### src/rtl/gps_code_sequencer.sv
// Run-control sequencer for the GPS code generators: loads the SV number, waits
// for generator ready, then paces P/C/A chip enables and tracks epochs and nav bits.
module gps_code_sequencer #(
    parameter int unsigned CA_DIV  = 10,
    parameter int unsigned CA_LEN  = 1023,
    parameter int unsigned EPB     = 20,
    parameter int unsigned TIMEOUT = 1024
) (
    input  logic       gps_clk_fast,
    input  logic       gps_rst_n,
    input  logic       start,
    input  logic       stop,
    input  logic [5:0] sv_num_in,
    input  logic       gen_ready,
    output logic       code_load,
    output logic [5:0] sv_num,
    output logic       busy,
    output logic       running,
    output logic       p_en,
    output logic       ca_en,
    output logic [9:0] chip_idx,
    output logic       epoch,
    output logic [4:0] epoch_idx,
    output logic       bit_edge,
    output logic       err
);

    localparam int unsigned PW = $clog2(CA_DIV);
    localparam int unsigned TW = $clog2(TIMEOUT);

    // Counter widths are fixed by the port list; reject parameters that would overflow them.
    if (CA_DIV < 2 || CA_LEN < 1 || CA_LEN > 1024 || EPB < 1 || EPB > 32 || TIMEOUT < 2) begin : g_param_check
        $error("gps_code_sequencer: parameter out of range");
    end

    typedef enum logic [1:0] {
        S_IDLE     = 2'd0,
        S_LOAD     = 2'd1,
        S_WAIT_RDY = 2'd2,
        S_RUN      = 2'd3
    } state_t;

    state_t        r_state;
    logic          r_code_load;
    logic [5:0]    r_sv_num;
    logic          r_busy;
    logic          r_running;
    logic          r_err;
    logic          r_stop_pend;
    logic [PW-1:0] r_presc;
    logic [TW-1:0] r_tmo;
    logic [9:0]    r_chip;
    logic [4:0]    r_epoch_idx;

    logic w_ca_en;
    logic w_epoch;
    logic w_bit_edge;
    logic w_last_run;

    // Enables decode purely from registers so they vanish with the async reset.
    assign w_ca_en    = r_running && (r_presc == PW'(CA_DIV - 1));
    assign w_epoch    = w_ca_en && (r_chip == 10'(CA_LEN - 1));
    assign w_bit_edge = w_epoch && (r_epoch_idx == 5'(EPB - 1));
    assign w_last_run = w_epoch && (r_stop_pend || stop);

    always_ff @(posedge gps_clk_fast or negedge gps_rst_n) begin
        if (!gps_rst_n) begin
            r_state     <= S_IDLE;
            r_code_load <= 1'b0;
            r_sv_num    <= '0;
            r_busy      <= 1'b0;
            r_running   <= 1'b0;
            r_err       <= 1'b0;
            r_stop_pend <= 1'b0;
            r_presc     <= '0;
            r_tmo       <= '0;
            r_chip      <= '0;
            r_epoch_idx <= '0;
        end else begin
            r_code_load <= 1'b0;
            case (r_state)
                S_IDLE: begin
                    if (start) begin
                        r_sv_num    <= sv_num_in;
                        r_err       <= 1'b0;
                        r_code_load <= 1'b1;
                        r_busy      <= 1'b1;
                        r_state     <= S_LOAD;
                    end
                end
                S_LOAD: begin
                    r_tmo   <= '0;
                    r_state <= S_WAIT_RDY;
                end
                S_WAIT_RDY: begin
                    if (stop) begin
                        r_busy  <= 1'b0;
                        r_state <= S_IDLE;
                    end else if (gen_ready) begin
                        r_presc     <= '0;
                        r_chip      <= '0;
                        r_epoch_idx <= '0;
                        r_stop_pend <= 1'b0;
                        r_running   <= 1'b1;
                        r_state     <= S_RUN;
                    end else if (r_tmo == TW'(TIMEOUT - 1)) begin
                        r_err   <= 1'b1;
                        r_busy  <= 1'b0;
                        r_state <= S_IDLE;
                    end else begin
                        r_tmo <= r_tmo + TW'(1);
                    end
                end
                S_RUN: begin
                    r_presc     <= w_ca_en ? '0 : r_presc + PW'(1);
                    r_stop_pend <= r_stop_pend || stop;
                    if (w_ca_en) begin
                        r_chip <= w_epoch ? '0 : r_chip + 10'd1;
                    end
                    if (w_epoch) begin
                        r_epoch_idx <= w_bit_edge ? '0 : r_epoch_idx + 5'd1;
                    end
                    // A pending stop only takes effect on an epoch boundary.
                    if (w_last_run) begin
                        r_presc     <= '0;
                        r_chip      <= '0;
                        r_epoch_idx <= '0;
                        r_stop_pend <= 1'b0;
                        r_busy      <= 1'b0;
                        r_running   <= 1'b0;
                        r_state     <= S_IDLE;
                    end
                end
                default: begin
                    r_busy    <= 1'b0;
                    r_running <= 1'b0;
                    r_state   <= S_IDLE;
                end
            endcase
        end
    end

    assign code_load = r_code_load;
    assign sv_num    = r_sv_num;
    assign busy      = r_busy;
    assign running   = r_running;
    assign p_en      = r_running;
    assign ca_en     = w_ca_en;
    assign chip_idx  = r_chip;
    assign epoch     = w_epoch;
    assign epoch_idx = r_epoch_idx;
    assign bit_edge  = w_bit_edge;
    assign err       = r_err;

endmodule

### config.mk
export PLATFORM = sky130hd
export DESIGN_NAME = gps_code_sequencer
export DESIGN_NICKNAME = d
export VERILOG_FILES = /design/src/rtl/gps_code_sequencer.sv
export SDC_FILE = /design/constraint.sdc
export NUM_CORES = 1
export LEC_CHECK = 0
export BUFFER_PORTS_ARGS = -buffer_cell sky130_fd_sc_hd__clkbuf_2
export CORE_ASPECT_RATIO = 1.5
export CORE_MARGIN = 3
export CORE_UTILIZATION = 58
export CTS_BUF_LIST = sky130_fd_sc_hd__clkbuf_2 sky130_fd_sc_hd__clkbuf_4 sky130_fd_sc_hd__clkbuf_8
export CTS_CLUSTER_SIZE = 40
export DETAILED_ROUTE_END_ITERATION = 10
export GPL_TIMING_DRIVEN = 0
export PLACE_DENSITY = 0.84
export SLEW_MARGIN = 10
export SYNTH_ARGS = -nofsm -noshare
export SYNTH_HDL_FRONTEND = slang
export SYNTH_SLANG_ARGS = --single-unit
### constraint.sdc
create_clock -name gps_clk_fast -period 2.55 [get_ports gps_clk_fast]
set_input_delay 0.51 -clock gps_clk_fast [delete_from_list [all_inputs] [get_ports gps_clk_fast]]
set_output_delay 0.51 -clock gps_clk_fast [all_outputs]
set_load 0.01 [all_outputs]
**After elaboration in Yosys (flattened, before gate mapping)**

Index checks and enable logic that the tools add are counted.

- $add $sub $neg: 4
- Multiply operators: 0
- Div/mod/pow operators: 0
- Order comparisons: 0
- Equality and inequality tests: 19
- Shifts and indexed selects: 0
- Multiplexer cells: 47
- Bitwise gates (word level): 0
- Reduce and logical (&&, ||, !) cells: 19

Operator list:

| operator | number |
|---|---|
| 10-bit 2-to-1 mux | 8 |
| 10-bit case mux with 2 select lines | 2 |
| 5-bit 2-to-1 mux | 5 |
| 10-bit by 1-bit adder with 10-bit output, second input constant | 2 |
| 10-bit == test, second input constant | 2 |
| 1-bit 2-to-1 mux | 16 |
| 4-bit 2-to-1 mux | 4 |
| 4-bit AND reduction | 4 |
| 2-bit != test, second input constant | 7 |
| 3-bit != test, second input constant | 4 |
| 2-bit 2-to-1 mux | 5 |
| 5-bit case mux with 2 select lines | 1 |
| 5-bit AND reduction | 2 |
| 2-bit case mux with 4 select lines | 1 |
| 4-bit case mux with 2 select lines | 1 |
| 1-bit case mux with 2 select lines | 3 |
| 3-bit AND reduction | 2 |
| 2-bit nonzero test | 3 |
| 5-bit by 1-bit adder with 5-bit output, second input constant | 1 |
| 5-bit == test, second input constant | 1 |
| 4-bit by 1-bit adder with 4-bit output, second input constant | 1 |
| 2-bit == test, second input constant | 2 |
| 4-bit == test, second input constant | 1 |
| 1-bit logical AND | 4 |
| 7 further kinds | 7 |

- Bits in registers: 42
- Bits in latches: 0
- Memory bits (writable): 0
- Bits in read-only memories: 0
- Output and inout bits: 29
- Word-level logic and storage cells: 100
- Memories kept: 0

**Depth between registers and ports, before layout**

- Word-level depth: 8
- Gate-level depth with buffers: 9
- Depth with buffers taken out: 7

**Least setup slack after synthesis**

OpenSTA, ideal clock, no wires.

- Kind: register to output
- Start: register r_presc[1]
- End: output bit_edge
- Data arrival time: 1.575 ns
- Slack: 0.465 ns
- Cell stages (with the launch flop): 7
- Buffers on the path: 1
- Path through: dfrtp_1 inv_1 ha_1 nand4b_4 or4_4 buf_6 nor2_1

- Word-level cells in the longest chain between the ends: 4

Ends and longest elaborated chain:

| element | RTL line | source |
|---|---|---|
| from (decl) | 50 | `logic [PW-1:0] r_presc;` |
| from (signal assigned) | 115 | `r_presc <= w_ca_en ? '0 : r_presc + PW'(1);` |
| 4-bit == test | 61 | `assign w_ca_en = r_running && (r_presc == PW'(CA_DIV - 1));` |
| 1-bit logical AND | 61 |  |
| 1-bit logical AND | 62 | `assign w_epoch = w_ca_en && (r_chip == 10'(CA_LEN - 1));` |
| 1-bit logical AND | 63 | `assign w_bit_edge = w_epoch && (r_epoch_idx == 5'(EPB - 1));` |
| to (decl) | 24 | `output logic bit_edge,` |

No other way between the ends.

**Worst setup path after layout**

- Start: register r_presc[1]
- End: output epoch

- Word-level cells in the longest chain between the ends: 3

Ends and longest elaborated chain:

| element | RTL line | source |
|---|---|---|
| 4-bit == test | 61 |  |
| 1-bit logical AND | 61 |  |
| 1-bit logical AND | 62 |  |
| to (decl) | 22 | `output logic epoch,` |

No other way between the ends.

==> flow_summary.yaml <==
cts:
  clkTransAtPathRegs_ps: 90
  cts_tree: "built"
  ctsHoldBuffers: 0
  cts_buffers: 5
  cts_sinks: 42
  htreeDepth: 2
  cts_buffer_depth: 2
  clkLatencyLatePin_ps: 300
  cts_root_buf: "clkbuf_8"
finish:
  syn2layout_area_growth_pct: 16.5
  design_area_sq_um: 2700
  drive_gt1_share_pct: 26.9
  antenna_cells: 0
  fin_cells: 326
  final_nets: 304
  nFillCells: 290
timing:
  max_freq_mhz: 407
  min_period_over_period_pct: 96.3
  skew_ps: 10.0
  hold_ws_ps: 377
  hold_viol: 0
  setup_viol: 0
  worstMarginPinSlew_ps: 1030
  drv_slew: 0
  slew-limit-headroom_pct: 31.0
  fin_crit_ps: 2460
detailed_routing:
  route.detailed.drc: 0
  drt_wl_total_mm: 5.19
  viasPerCell: 6.17
  first_pass_iters: 4
  drtIter0Drc: 105
  antenna_left: 0
  wl_per_cell_microns: 15.9
  num_vias: 2012
logic_synthesis:
  synth_top_area_share_pct: 45.3
  synth-seq-cells: 42
  seq_area_frac_synth_pct: 45.3
  synth_area_sq_um: 2320
  yosys_warnings: 0
  syn_nets: 256
  yosys_most_used_dff: "dfrtp_1"
  synth_edf_count: 0
  synth_cell_types: 52
  avgSynthCellArea_sq_um: 9.91
  synth_top_cell_by_area: "dfrtp_1"
  postSynthCellCount: 234
  async_flop_share_pct: 100
  synth.area.top_cells: "dfrtp_1 45%, ha_1 5.9%, a21oi_1 4.5%, o21ai_0 3.2%, o31ai_1 3.2%"
place:
  hpwl_mm: 3.69
  io_buffers: 39
  place_area_sq_um: 2570
  gp_congestion: 0.876
  placed_cells: 316
floorplanning:
  start_util_pct: 61.9
  num_rows: 27
  core_area_sq_um: 3750
  die_h_microns: 83.5
  num_io_pins: 40
  die_width_microns: 57.6
  die_area_sq_um: 4810
setup_path:
  reg2reg_slack_ps: 180
  r2r_cells: 9
  cp-start-kind: "register"
  path_class: "reg -> out"
  cp.required_ps: 2040
  arrival_ps: 1950
  worst-path-max-fanout: 5
  reg2reg_to: "chip_idx[0]"
  cp-end-kind: "output port"
  r2r-start: "r_state[0]"
worst_hold_path:
  hp-class: "in -> async"
grt:
  grt_usage_pct: 22.9
  antenna_found_initial: 0
  grt_overflow: 0
  grt_start_max_net_pins: 43
  grt_pass1_wl_mm: 8.81
  grt_pass1_vias: 1960
power:
  peakVddDrop_mv: 0.740
  powerDensity_nw_per_um2: 912
  p_leak_uw: 0.00125
run_status:
  status: "completed"
run:
  drv_cap: 0
## state kept, by name, summed over array words and instances (netlist names)
name / count
code_load: 1
busy: 1
p_en: 1
err: 1
epoch_idx: 5
r_tmo: 10
chip_idx: 10
r_stop_pend: 1
sv_num: 6
r_presc: 4
r_state: 2
## repair_timing
item,in CTS,in global routing
cloned,0,0
resized for setup,1,4
buffers inserted,0,3
setup endpoints to repair,1,2
## critical path: stages (launching register included)
cell      delay (ps)
dfrtp_1          400
inv_1             70
ha_2             190
nand4b_4         120
or4_4            610
inv_2            130
clkbuf_2         140
## kinds of logic after synthesis
group,after synthesis,share of synthesized area [%]
AOI/OAI and AO/OA,65,18.2
xor gates and xnor gates,1,0.378
adders and majority gates,11,5.93
buffers and inverters,26,4.91
DFF,42,45.3
muxes,8,3.78
and+or+nand+nor,81,21.5
## Yosys cell counts (7+ instances only)
cell	number
inv_1	16
ha_1	11
a21oi_1	21
nand2_1	14
or3_1	8
dfrtp_1	42
o21ai_0	15
o31ai_1	10
nand3_1	11
nor2_1	9
or4_1	7
## worst max path at each step
stage | startpoint | end | slack (ps) | depth (start not counted)
finish | r_presc[1] | epoch | 90 | 6
global route | r_presc[1] | epoch | -30 | 6
CTS | r_presc[1] | bit_edge | 8 | 7
detailed placement | r_state[0] | chip_idx[0] | 210 | 9
global placement | r_state[0] | chip_idx[0] | 310 | 9
floorplan | r_presc[1] | bit_edge | 460 | 6
## metrics by stage
step | utilization (%) | TNS, ps | power (uW) | worst slack, ps
floorplan | - | 0 | 1600 | 465
global placement | 68.5 | 0 | 1880 | 312
detailed placement | 68.5 | 0 | 1910 | 214
CTS | 71.6 | 0 | 2460 | 8.13
global route | 72.0 | -50.3 | 2650 | -26.6
finish | 72.0 | 0 | 2460 | 93.5
## where the power goes
| group | switching, uW | leakage (uW) | internal [uW] |
|---|---|---|---|
| combinational | 572 | 0.000637 | 400 |
| clock | 226 | 0.0000548 | 303 |
| sequential | 140 | 0.000556 | 823 |
| total | 939 | 0.00125 | 1530 |
## metal layers
layer / vias to the layer above / GRT usage, % / part of all wire, %
met5: - / 0 / 0
li1: 966 / - / -
met1: 992 / 26.4 / 41
met4: 0 / 9.92 / 1.7
met3: 8 / 4.95 / 3.7
met2: 46 / 39.7 / 53
## area by class of cell
cell class	count	area (sq um)	area share, %
timing repair buffer	42	218	8.06
clock buffer	6	76.3	2.83
tap	43	53.8	1.99
sequential	42	1050	39.0
inverter	17	63.8	2.36
multi-input combinational	166	1160	42.9
clock inverter	2	37.5	1.39
buffer	8	38.8	1.44
## cells in the final DEF, fill, tap and decap left out, drive strengths merged, types with 4 or more instances in the layout
cell	count
a21oi	22
and3	5
buf	10
clkbuf	46
dfrtp	42
ha	11
inv	17
mux2	6
nand2	14
nand3	11
nand4	5
nor2	9
nor2b	4
nor3	7
o21ai	15
o31ai	10
or3	8
or4	8
(Power assumes the default switching activity.)
